===== config.mk =====
export PLATFORM = sky130hd
export DESIGN_NAME = alu_exec_stage
export DESIGN_NICKNAME = d
export VERILOG_FILES = /design/src/rtl/alu_exec_stage.sv
export SDC_FILE = /design/constraint.sdc
export NUM_CORES = 1
export LEC_CHECK = 0
export ABC_AREA = 1
export CORE_MARGIN = 5
export CORE_UTILIZATION = 45
export CTS_BUF_LIST = sky130_fd_sc_hd__clkbuf_8 sky130_fd_sc_hd__clkbuf_16
export DETAILED_ROUTE_END_ITERATION = 8
export GPL_ROUTABILITY_DRIVEN = 0
export PLACE_DENSITY = 0.75
export SYNTH_ARGS = -nofsm -noshare
export SYNTH_HDL_FRONTEND = slang
export SYNTH_SLANG_ARGS = --single-unit
export TNS_END_PERCENT = 10

===== constraint.sdc =====
create_clock -name clk -period 4.35 [get_ports clk]
set_clock_uncertainty 0.2 [all_clocks]
set_input_delay 0.87 -clock clk [delete_from_list [all_inputs] [get_ports clk]]
set_output_delay 0.87 -clock clk [all_outputs]
set_load 0.02 [all_outputs]

===== src/rtl/alu_exec_stage.sv =====
// alu_exec_stage: one-at-a-time execute stage wrapping the add/sub/mul/div/compare units
// behind valid/ready handshakes, holding a two-word result until it is consumed.
module alu_exec_stage #(
   parameter int WIDTH = 4,
   parameter int CNT_W = 8
) (
   input  logic             clk,
   input  logic             rst,
   input  logic             in_valid,
   output logic             in_ready,
   input  logic [2:0]       in_op,
   input  logic [WIDTH-1:0] in_a,
   input  logic [WIDTH-1:0] in_b,
   output logic             out_valid,
   input  logic             out_ready,
   output logic [WIDTH-1:0] out_lo,
   output logic [WIDTH-1:0] out_hi,
   output logic             out_dz,
   output logic             out_bad_op,
   output logic [CNT_W-1:0] op_count
);
   typedef enum logic [1:0] {S_IDLE, S_EXEC, S_DONE} state_t;
   state_t             r_state, w_next;
   logic [2:0]         r_op;
   logic [WIDTH-1:0]   r_a, r_b, r_lo, r_hi;
   logic               r_dz, r_bad;
   logic [CNT_W-1:0]   r_cnt;
   logic [WIDTH-1:0]   w_sum, w_diff, w_q, w_r, w_lo, w_hi;
   logic               w_carry, w_borrow, w_lt, w_gt, w_eq, w_bz, w_dz, w_bad;
   logic [2*WIDTH-1:0] w_prod;
   // arithmetic units, fed only from the latched operands
   assign {w_carry, w_sum}   = {1'b0, r_a} + {1'b0, r_b};
   assign {w_borrow, w_diff} = {1'b0, r_a} - {1'b0, r_b};
   assign w_prod = {{WIDTH{1'b0}}, r_a} * {{WIDTH{1'b0}}, r_b};
   assign w_bz   = (r_b == '0);
   assign w_q    = w_bz ? '1 : r_a / r_b;
   assign w_r    = w_bz ? r_a : r_a % r_b;
   assign w_lt   = r_a < r_b;
   assign w_gt   = r_a > r_b;
   assign w_eq   = r_a == r_b;
   always_comb begin
      w_lo  = '0;
      w_hi  = '0;
      w_dz  = 1'b0;
      w_bad = 1'b0;
      case (r_op)
         3'd0: begin w_lo = w_sum; w_hi = WIDTH'(w_carry); end
         3'd1: begin w_lo = w_diff; w_hi = WIDTH'(w_borrow); end
         3'd2: begin w_lo = w_prod[WIDTH-1:0]; w_hi = w_prod[2*WIDTH-1:WIDTH]; end
         3'd3: begin w_lo = w_q; w_hi = w_r; w_dz = w_bz; end
         3'd4: w_lo = WIDTH'(w_lt);
         3'd5: w_lo = WIDTH'(w_gt);
         3'd6: w_lo = WIDTH'(w_eq);
         default: w_bad = 1'b1;
      endcase
   end
   always_comb begin
      w_next = (r_state == S_IDLE) ? (in_valid ? S_EXEC : S_IDLE) :
               (r_state == S_EXEC) ? S_DONE :
               (r_state == S_DONE && !out_ready) ? S_DONE : S_IDLE;
   end
   always_ff @(posedge clk) begin
      if (rst) begin
         r_state <= S_IDLE;
         r_op    <= '0;
         r_a     <= '0;
         r_b     <= '0;
         r_lo    <= '0;
         r_hi    <= '0;
         r_dz    <= 1'b0;
         r_bad   <= 1'b0;
         r_cnt   <= '0;
      end else begin
         r_state <= w_next;
         if (r_state == S_IDLE && in_valid) begin
            r_op <= in_op;
            r_a  <= in_a;
            r_b  <= in_b;
         end
         if (r_state == S_EXEC) begin
            r_lo  <= w_lo;
            r_hi  <= w_hi;
            r_dz  <= w_dz;
            r_bad <= w_bad;
         end
         if (r_state == S_DONE && out_ready) r_cnt <= r_cnt + CNT_W'(1);
      end
   end
   assign in_ready   = (r_state == S_IDLE) & ~rst;
   assign out_valid  = (r_state == S_DONE);
   assign out_lo     = r_lo;
   assign out_hi     = r_hi;
   assign out_dz     = r_dz;
   assign out_bad_op = r_bad;
   assign op_count   = r_cnt;
endmodule


# ---- After elaboration in Yosys (flattened, before gate mapping)
# Index checks and enable logic that the tools add are counted.
dict set report classes {
  n_bitwise 2
  n_lt_le_gt_ge 2
  n_mul 1
  n_eq_ne 9
  div_mod_pow 2
  n_reduce_logical 8
  mux 10
  n_addsub 3
}
# cell count
set ops {}
lappend ops {{4-bit case mux with 7 select lines} 1}
lappend ops {{4-bit case mux with 4 select lines} 1}
lappend ops {{3-bit equality test, second input constant} 3}
lappend ops {{8-bit by 1-bit adder with 8-bit output, second input constant} 1}
lappend ops {{4-bit by 4-bit multiplier with 8-bit output} 1}
lappend ops {{4-bit two-way mux} 2}
lappend ops {{7-bit OR reduction} 1}
lappend ops {{3-bit by 2-bit equality test with 1-bit output, second input constant} 2}
lappend ops {{2-bit two-way mux} 3}
lappend ops {{4-bit by 4-bit adder with 5-bit output} 1}
lappend ops {{4-bit by 4-bit subtractor with 5-bit output} 1}
lappend ops {{4-bit by 4-bit divider with 4-bit output} 1}
lappend ops {{4-bit equality test} 1}
lappend ops {{4-bit greater-than comparator} 1}
lappend ops {{4-bit logical NOT} 1}
lappend ops {{4-bit less-than comparator} 1}
lappend ops {{4-bit by 4-bit modulo with 4-bit output} 1}
lappend ops {{3-bit by 1-bit equality test with 1-bit output, second input constant} 1}
lappend ops {{1-bit logical AND} 3}
lappend ops {{3-bit logical NOT} 1}
lappend ops {{1-bit two-way mux} 3}
lappend ops {{2-bit by 1-bit equality test with 1-bit output, second input constant} 1}
lappend ops {{2-bit equality test, second input constant} 1}
lappend ops {{2-bit logical NOT} 1}
lappend ops {{other kinds (3)} 3}
dict set report totals {
  regBits 31
}

# ---- Depth between registers and ports, before layout
# Gate-level depths: netlist of the first run.
dict set report depth {
  ltp_word 5
  mapped_depth 35
  ltp_nobuf 35
}

# ---- Worst setup path after synthesis of the first run
# No wires, ideal clock.
dict set report synth_path {
  kind {reg2reg}
  from {reg r_b[0]}
  to {reg r_hi[3], in the netlist out_hi[3]}
  required_time_ps 4019
  path_buffers 0
  path_stages_with_launch 33
  arrival_ps 3920
  period_less_slack_ps 4250
  setup_slack_ps 100
  cell_sequence {dfxtp_1 inv_1 ha_1 inv_1 nand2_1 nand3_1 nand2_2 nand2_1 inv_1 ha_1 nand2_1 nand3_1 nand2_1 nand2_1 nand2_1 inv_1 ha_1 nand2_1 nand2_1 nand2_1 nand3_2 o21ai_2 inv_1 fa_1 nand3b_1 nand3_1 nand2_1 a21oi_1 nor2_1 nand2_1 nand2_1 nand2_1 a21oi_2}
}
dict set report synth_via {
  elab_chain_len 3
  elab_cells_between_ends 5
  cone_classes {mul (1); div (1); mux (2); reduce/logical (1)}
}
# item line_no
set synth_rtl {}
lappend synth_rtl {{start, declared} 25} ;# logic [WIDTH-1:0] r_a, r_b, r_lo, r_hi;
lappend synth_rtl {{start signal, assigned} 78} ;# r_b <= in_b;
lappend synth_rtl {{4-bit by 4-bit modulo with 4-bit output or 4-bit logical NOT (tied branches)} {37, 35}}
lappend synth_rtl {{4-bit two-way mux} 37} ;# assign w_r = w_bz ? r_a : r_a % r_b;
lappend synth_rtl {{4-bit case mux with 4 select lines *} 46} ;# case (r_op)
lappend synth_rtl {{end signal, assigned} 82} ;# r_hi <= w_hi;
lappend synth_rtl {{end, declared} 25}
# Every way passes the cells marked *; elsewhere a longest branch is shown, timed or not.
# A chain may end at the register's enable or synchronous reset.

# ---- Worst setup path in the final report of the first run
dict set report layout_path {
  from {reg r_b[0]}
  to {reg r_hi[2], in the netlist out_hi[2]}
}
# Same word-level chain as after synthesis.

==> results of run 1 <==
-- cell usage in the layout, fill, tap and decap left out, types with 2 or more instances in the layout --
master	Yosys	layout
sky130_fd_sc_hd__fa_1	7	6
sky130_fd_sc_hd__xor2_1	4	4
sky130_fd_sc_hd__nor2_4	2	4
sky130_fd_sc_hd__nand2_1	95	89
sky130_fd_sc_hd__nor2_1	19	18
sky130_fd_sc_hd__nand3_1	30	26
sky130_fd_sc_hd__nand3_4	1	3
sky130_fd_sc_hd__nand2_2	2	8
sky130_fd_sc_hd__nor3_1	2	2
sky130_fd_sc_hd__clkdlybuf4s50_1	0	34
sky130_fd_sc_hd__dfxtp_1	31	31
sky130_fd_sc_hd__ha_1	34	29
sky130_fd_sc_hd__a21oi_1	35	33
sky130_fd_sc_hd__o21ai_0	26	25
sky130_fd_sc_hd__clkbuf_8	0	7
sky130_fd_sc_hd__ha_4	0	5
sky130_fd_sc_hd__xnor2_1	2	2
sky130_fd_sc_hd__nand4_1	6	6
sky130_fd_sc_hd__nand3_2	2	4
sky130_fd_sc_hd__nand3b_1	2	2
sky130_fd_sc_hd__a21oi_2	1	2
sky130_fd_sc_hd__o211ai_1	2	2
sky130_fd_sc_hd__inv_1	59	55
sky130_fd_sc_hd__o21ai_1	1	2
sky130_fd_sc_hd__inv_2	1	5
sky130_fd_sc_hd__buf_4	1	11
-- logic make-up (layout without fill, tap and decap cells) --
family / count (synthesis) / count (layout) / synth area share
flip-flops: 31 / 31 / 0.234
XOR/XNOR: 6 / 6 / 0.0198
adder cells (fa/ha/maj): 41 / 41 / 0.213
buffers and inverters: 69 / 115 / 0.101
AND/OR/NAND/NOR: 166 / 166 / 0.285
AO/OA/AOI/OAI: 72 / 72 / 0.147
-- final cells by class --
| class | count | area, um2 | share of cell area |
|---|---|---|---|
| well taps | 75 | 93.8 | 0.0277 |
| multi-input cells | 285 | 1910 | 0.564 |
| flip-flops and latches | 31 | 621 | 0.183 |
| inverters | 62 | 235 | 0.0695 |
| clock buffers | 7 | 96.3 | 0.0285 |
| clock inverters | 1 | 7.51 | 0.00222 |
| repair buffers | 45 | 423 | 0.125 |
-- worst min path at each step --
stage | startpoint | endpoint
after floorplan | r_op[1] | out_bad_op
after global placement | out_hi[1] | out_hi[1]
after detailed placement | out_hi[1] | out_hi[1]
after CTS | out_hi[1] | out_hi[1]
after global routing | out_hi[2] | out_hi[2]
final | out_hi[1] | out_hi[1]
-- timing repair --
| item | CTS | global route |
|---|---|---|
| buffers inserted | 0 | 1 |
| hold buffers | 0 | 0 |
| hold endpoints to repair | 0 | 0 |
| pin swaps | 2 | 8 |
| resized for setup | 5 | 25 |
| setup endpoints to repair | 3 | 5 |
-- sequential cells by signal, summed over array words and instances (netlist names) --
signal and count:
op_count 8, out_bad_op 1, out_dz 1, out_hi 4, out_lo 4, r_a 4, r_b 4, r_op 3
r_state 2
-- report_power, final --
group	switching (mW)	internal (mW)	leakage [nW]
sequential	0.0165	0.299	0.253
clock	0.105	0.144	0.0505
combinational	0.463	0.337	1.29
total	0.585	0.780	1.59
-- worst max-delay path: cells and delay by family (launching register included) --
kind	cells	cell delay [ps]
buffers and inverters	6	320
DFF	1	340
and+or+nand+nor	22	1830
AOI/OAI and AO/OA	2	220
adders and majority gates	4	1120
-- per-stage QoR --
step                std cells  cell area, um2  hold slack, ps   util  worst slack (ps)
floorplan                 385            2650             272      -              99.6
global placement          497            3130             260  0.538              24.6
detailed placement        497            3130             262  0.538             -90.4
CTS                       505            3270             272  0.562              8.00
global route              506            3390             289  0.582             -11.8
finish                    506            3390             271  0.582               240
-- metal layers --
metal	GRT usage	part of all wire	vias to the layer above
li1	-	-	1342
met3	0.0276	0.058	13
met2	0.299	0.48	82
met5	0	0	-
met4	0.0482	0.014	0
met1	0.247	0.45	1191
==> flow_results.xml, run 1 <==
<?xml version="1.0" encoding="UTF-8"?>
<metrics>
  <group name="run_status">
    <metric name="outcome" unit="">complete, no violations</metric>
  </group>
  <group name="worst_setup_path">
    <metric name="critical_path.slowest_cell" unit="">sky130_fd_sc_hd__fa_2</metric>
    <metric name="regToRegStartpoint" unit="">r_b[0]</metric>
    <metric name="critical_path.max_fanout" unit="">5</metric>
    <metric name="worstRegToRegCells" unit="">34</metric>
    <metric name="crit_end_element" unit="">flop</metric>
    <metric name="critical_path_required" unit="ps">4360</metric>
    <metric name="worst_setup_path_endpoint" unit="">out_hi[2]</metric>
    <metric name="r2r_slack" unit="ps">240</metric>
    <metric name="slowest_delay" unit="ps">360</metric>
    <metric name="timing.critical_path.from" unit="">r_b[0]</metric>
    <metric name="worstSetupPathType" unit="">flop to flop</metric>
    <metric name="worst-endpoint-arrival" unit="ps">4120</metric>
    <metric name="r2r_end" unit="">out_hi[2]</metric>
    <metric name="crit_top_cell" unit="">sky130_fd_sc_hd__nand2_1</metric>
    <metric name="worst_setup_path_start_kind" unit="">flop</metric>
  </group>
  <group name="route">
    <metric name="drc" unit="">0</metric>
    <metric name="dr.first_iter.drc_count" unit="">191</metric>
    <metric name="detailedRoute.firstPassIterationCount" unit="">6</metric>
    <metric name="drt_wl_total" unit="um">6550</metric>
    <metric name="dr_total_vias" unit="">2628</metric>
    <metric name="detail_route.vias_per_cell" unit="">5.19</metric>
    <metric name="detail-route-antenna-nets" unit="">0</metric>
    <metric name="avgRoutedWirePerCell" unit="um">12.9</metric>
  </group>
  <group name="cells_and_area">
    <metric name="fillers" unit="">566</metric>
    <metric name="area.growth.synth_to_final" unit="%">27.8</metric>
    <metric name="layout.nets" unit="">486</metric>
    <metric name="antenna_cells" unit="">0</metric>
    <metric name="drive_gt1_frac" unit="">0.137</metric>
  </group>
  <group name="worst_hold_path">
    <metric name="hold-path-cell-count" unit="">2</metric>
    <metric name="hold_path_class" unit="">flop to flop</metric>
  </group>
  <group name="grt">
    <metric name="grt_max_degree" unit="">24</metric>
    <metric name="grt_pass1_wl" unit="um">11000</metric>
    <metric name="via_count_of_the_first_global_routing_pass" unit="">2424</metric>
    <metric name="grt_usage" unit="">0.181</metric>
    <metric name="antenna_found_initial" unit="">0</metric>
    <metric name="grt-ovfl-total" unit="">0</metric>
  </group>
  <group name="clock_tree">
    <metric name="tritoncts_clock_tree" unit="">done</metric>
    <metric name="clockBufferDepth" unit="">2</metric>
    <metric name="clockRootBuffer" unit="">sky130_fd_sc_hd__clkbuf_8</metric>
    <metric name="cts-buffers-inserted" unit="">5</metric>
    <metric name="worstSkewPairLatency" unit="ps">280</metric>
    <metric name="clk_pin_slew_worst_paths" unit="ps">70</metric>
    <metric name="cts_num_sinks" unit="">31</metric>
    <metric name="htree_levels" unit="">2</metric>
  </group>
  <group name="run">
    <metric name="max_cap_violations" unit="">0</metric>
  </group>
  <group name="logic_synthesis">
    <metric name="netlist_area" unit="mm2">0.00265</metric>
    <metric name="yosys_register_bits" unit="">31</metric>
    <metric name="synth_enable_flop_cells" unit="">0</metric>
    <metric name="synthDistinctLibCells" unit="">39</metric>
    <metric name="commonest_cells_in_the_synthesized_netlist" unit="">95 x sky130_fd_sc_hd__nand2_1, 59 x sky130_fd_sc_hd__inv_1, 35 x sky130_fd_sc_hd__a21oi_1</metric>
    <metric name="most_frequently_used_cell_type_in_the_post_synthesis_netlist" unit="">sky130_fd_sc_hd__nand2_1</metric>
    <metric name="netlist_top_cells_area" unit="">sky130_fd_sc_hd__dfxtp_1 23%, sky130_fd_sc_hd__ha_1 16%, sky130_fd_sc_hd__nand2_1 13%, sky130_fd_sc_hd__inv_1 8.4%, sky130_fd_sc_hd__a21oi_1 6.6%</metric>
    <metric name="netlist.area_leader.share" unit="">0.234</metric>
    <metric name="ys.flop_type" unit="">sky130_fd_sc_hd__dfxtp_1</metric>
    <metric name="postSynthNetCount" unit="">441</metric>
    <metric name="synth.yosys.seq_area_share" unit="">0.234</metric>
    <metric name="syn-instance-count" unit="">385</metric>
    <metric name="synth-warning-count" unit="">0</metric>
    <metric name="synth_largest_area_cell" unit="">sky130_fd_sc_hd__dfxtp_1</metric>
    <metric name="syn_area_per_cell" unit="um2">6.88</metric>
    <metric name="ffs_w_async_s_r_synth" unit="">0</metric>
  </group>
  <group name="power">
    <metric name="p_total" unit="mW">1.36</metric>
    <metric name="power_leakage" unit="nW">1.59</metric>
    <metric name="cellPowerDensity" unit="mW/mm2">403</metric>
    <metric name="worst_ir_drop_vdd" unit="mV">0.305</metric>
  </group>
  <group name="timing">
    <metric name="final-hold-violation-count" unit="">0</metric>
    <metric name="maxSlewHeadroom" unit="">0.500</metric>
    <metric name="final.min_clock_period" unit="ps">4110</metric>
    <metric name="fmaxAchievable" unit="MHz">243</metric>
    <metric name="setup_viol" unit="">0</metric>
    <metric name="finalCritPeriodShare" unit="">0.945</metric>
    <metric name="fin_tns_setup" unit="ps">0</metric>
    <metric name="slew_worst_pin" unit="ps">747</metric>
    <metric name="report.final.slew_viol_count" unit="">0</metric>
  </group>
  <group name="floorplanning">
    <metric name="initial_standard_cell_utilization_of_the_core" unit="">0.456</metric>
    <metric name="placeableCoreArea" unit="mm2">0.00582</metric>
    <metric name="number_of_placed_i_o_pins" unit="">35</metric>
    <metric name="fp.dieW" unit="um">86.7</metric>
    <metric name="die_height" unit="um">86.7</metric>
    <metric name="die_area" unit="mm2">0.00752</metric>
    <metric name="rows" unit="">28</metric>
  </group>
  <group name="placement">
    <metric name="sum_of_net_half_perimeters_after_detailed_placement" unit="um">5230</metric>
    <metric name="io_buffers" unit="">34</metric>
  </group>
</metrics>
Power figures use the tool's default switching activity.
==> inputs of run 2 (changes only) <==
Settings changed: SKIP_LAST_GASP set to 1.
==> results of run 2 <==
Same layout as run 1: the final DEF is identical, and so are final timing and power.
==> inputs of run 3 (changes only) <==
Settings changed: CELL_PAD_IN_SITES_DETAIL_PLACEMENT set to 1, CELL_PAD_IN_SITES_GLOBAL_PLACEMENT set to 2, CORE_UTILIZATION 45 to 28, PLACE_DENSITY 0.75 to 0.82.
==> flow_results.xml, run 3 (synthesis results as in run 1) <==
<?xml version="1.0" encoding="UTF-8"?>
<metrics>
  <group name="floorplanning">
    <metric name="number_of_placed_i_o_pins" unit="">35</metric>
    <metric name="fp.dieW" unit="um">107</metric>
    <metric name="rows" unit="">35</metric>
    <metric name="die_area" unit="mm2">0.0115</metric>
    <metric name="initial_standard_cell_utilization_of_the_core" unit="">0.287</metric>
    <metric name="placeableCoreArea" unit="mm2">0.00924</metric>
    <metric name="die_height" unit="um">107</metric>
  </group>
  <group name="placement">
    <metric name="sum_of_net_half_perimeters_after_detailed_placement" unit="um">6780</metric>
    <metric name="io_buffers" unit="">34</metric>
    <metric name="dpl-instance-area" unit="mm2">0.00323</metric>
  </group>
  <group name="worst_setup_path">
    <metric name="critical_path.max_fanout" unit="">5</metric>
    <metric name="worstSetupPathType" unit="">flop to flop</metric>
    <metric name="worst_setup_path_start_kind" unit="">flop</metric>
    <metric name="slowest_delay" unit="ps">350</metric>
    <metric name="critical_path.slowest_cell" unit="">sky130_fd_sc_hd__fa_2</metric>
    <metric name="r2r_end" unit="">out_hi[2]</metric>
    <metric name="crit_end_element" unit="">flop</metric>
    <metric name="worst-endpoint-arrival" unit="ps">4170</metric>
    <metric name="crit_top_cell" unit="">sky130_fd_sc_hd__nand2_1</metric>
    <metric name="critical_path_required" unit="ps">4370</metric>
    <metric name="r2r_slack" unit="ps">210</metric>
    <metric name="worstRegToRegCells" unit="">34</metric>
    <metric name="regToRegStartpoint" unit="">r_b[0]</metric>
  </group>
  <group name="power">
    <metric name="power_leakage" unit="nW">1.65</metric>
    <metric name="cellPowerDensity" unit="mW/mm2">425</metric>
    <metric name="worst_ir_drop_vdd" unit="mV">0.165</metric>
  </group>
  <group name="clock_tree">
    <metric name="clockBufferDepth" unit="">2</metric>
    <metric name="worstSkewPairLatency" unit="ps">280</metric>
    <metric name="cts-buffers-inserted" unit="">5</metric>
    <metric name="htree_levels" unit="">2</metric>
    <metric name="clk_pin_slew_worst_paths" unit="ps">70</metric>
    <metric name="clockRootBuffer" unit="">sky130_fd_sc_hd__clkbuf_8</metric>
    <metric name="tritoncts_clock_tree" unit="">done</metric>
    <metric name="cts_num_sinks" unit="">31</metric>
  </group>
  <group name="cells_and_area">
    <metric name="design_area" unit="mm2">0.00357</metric>
    <metric name="antenna_cells" unit="">0</metric>
    <metric name="drive_gt1_frac" unit="">0.173</metric>
    <metric name="final_common_cell" unit="">sky130_fd_sc_hd__nand2_1</metric>
    <metric name="fillers" unit="">1155</metric>
    <metric name="seqCellArea" unit="um2">622</metric>
    <metric name="mostFrequentLayoutCells" unit="">84 x sky130_fd_sc_hd__nand2_1, 55 x sky130_fd_sc_hd__inv_1, 34 x sky130_fd_sc_hd__clkdlybuf4s50_1, 33 x sky130_fd_sc_hd__a21oi_1, 30 x sky130_fd_sc_hd__dfxtp_1</metric>
    <metric name="area.growth.synth_to_final" unit="%">34.7</metric>
    <metric name="layout.nets" unit="">495</metric>
    <metric name="largest_register_ffs" unit="">8</metric>
    <metric name="area_used_by_multi_input_combinational_logic" unit="mm2">0.00194</metric>
    <metric name="fin_util" unit="">0.386</metric>
  </group>
  <group name="run">
    <metric name="max_cap_violations" unit="">0</metric>
  </group>
  <group name="grt">
    <metric name="grt-ovfl-total" unit="">0</metric>
    <metric name="grt_usage" unit="">0.150</metric>
    <metric name="grt_pass1_wl" unit="um">13700</metric>
    <metric name="via_count_of_the_first_global_routing_pass" unit="">2750</metric>
    <metric name="antenna_found_initial" unit="">0</metric>
    <metric name="grt_max_degree" unit="">24</metric>
  </group>
  <group name="route">
    <metric name="detail_route.vias_per_cell" unit="">4.70</metric>
    <metric name="detailedRoute.firstPassIterationCount" unit="">4</metric>
    <metric name="drt_wl_total" unit="um">8510</metric>
    <metric name="detail-route-antenna-nets" unit="">0</metric>
    <metric name="dr.first_iter.drc_count" unit="">99</metric>
    <metric name="avgRoutedWirePerCell" unit="um">15.0</metric>
    <metric name="dr_total_vias" unit="">2672</metric>
    <metric name="drc" unit="">0</metric>
  </group>
  <group name="timing">
    <metric name="maxSlewHeadroom" unit="">0.481</metric>
    <metric name="fmaxAchievable" unit="MHz">241</metric>
    <metric name="final.min_clock_period" unit="ps">4140</metric>
    <metric name="setup_viol" unit="">0</metric>
    <metric name="final-hold-violation-count" unit="">0</metric>
    <metric name="slew_worst_pin" unit="ps">775</metric>
    <metric name="report.final.slew_viol_count" unit="">0</metric>
    <metric name="finalCritPeriodShare" unit="">0.953</metric>
  </group>
  <group name="run_status">
    <metric name="outcome" unit="">complete, no violations</metric>
  </group>
  <group name="worst_hold_path">
    <metric name="hold_path_class" unit="">flop to flop</metric>
    <metric name="hold-path-cell-count" unit="">2</metric>
    <metric name="endpoint_of_the_worst_hold_path" unit="">out_hi[0]</metric>
    <metric name="hold_start" unit="">out_hi[0]</metric>
  </group>
</metrics>
-- run 3: worst max-delay path by stage --
stage | startpoint | endpoint | cells after the start
6_report | r_b[0] | out_hi[2] | 34
5_1_grt | r_b[0] | out_hi[2] | 34
4_1_cts | r_b[0] | out_hi[2] | 34
3_5_place_dp | r_b[0] | out_hi[2] | 34
3_3_place_gp | r_b[0] | out_hi[2] | 34
2_1_floorplan | r_b[0] | out_hi[3] | 32
-- run 3: cell type report --
class / count / area share
timing repair buffer: 54 / 0.137
multi-input combinational: 285 / 0.544
inverter: 62 / 0.0659
tap: 129 / 0.0452
sequential: 31 / 0.174
clock buffer: 6 / 0.0231
clock inverter: 2 / 0.00981
-- run 3: critical path, delay by kind of cell, from the launching register on --
kind | cells | cell delay, ps
AND/OR/NAND/NOR | 22 | 1910
adder cells (fa/ha/maj) | 4 | 1110
flip-flops | 1 | 340
buffers and inverters | 6 | 300
AO/OA/AOI/OAI | 2 | 210
-- run 3: routing by layer --
metal | wire, um | share of wire | up-vias | global-route usage
met4 | 113 | 0.013 | 0 | 0.0274
met5 | 0 | 0 | - | 0
met1 | 4000 | 0.47 | 1273 | 0.200
met2 | 4240 | 0.50 | 29 | 0.262
li1 | - | - | 1361 | -
met3 | 161 | 0.019 | 9 | 0.0180
-- run 3: what timing repair did --
| action | CTS | global route |
|---|---|---|
| buffers inserted | 1 | 4 |
| hold buffers | 0 | 0 |
| pin swaps | 5 | 16 |
| endpoints found under the setup margin | 5 | 5 |
| gates cloned | 0 | 0 |
| gates resized for setup | 11 | 28 |
-- run 3: stage by stage --
step / TNS [ps] / power [mW] / instances / hold slack (ps) / setup slack, ps
detailed placement: -1160 / 0.978 / 556 / 271 / -313
global route: -79.2 / 1.63 / 569 / 297 / -45.7
CTS: 0 / 1.37 / 565 / 280 / 2.75
finish: 0 / 1.52 / 569 / 272 / 206
global placement: -207 / 0.959 / 556 / 261 / -119
floorplan: 0 / 0.778 / 385 / 272 / 99.6
-- run 3: power breakdown --
| group | internal, mW | total (mW) | switching (mW) | leakage (nW) |
|---|---|---|---|---|
| combinational | 0.402 | 0.904 | 0.502 | 1.34 |
| sequential | 0.299 | 0.316 | 0.0169 | 0.254 |
| clock | 0.185 | 0.298 | 0.113 | 0.0612 |
| total | 0.886 | 1.52 | 0.631 | 1.65 |
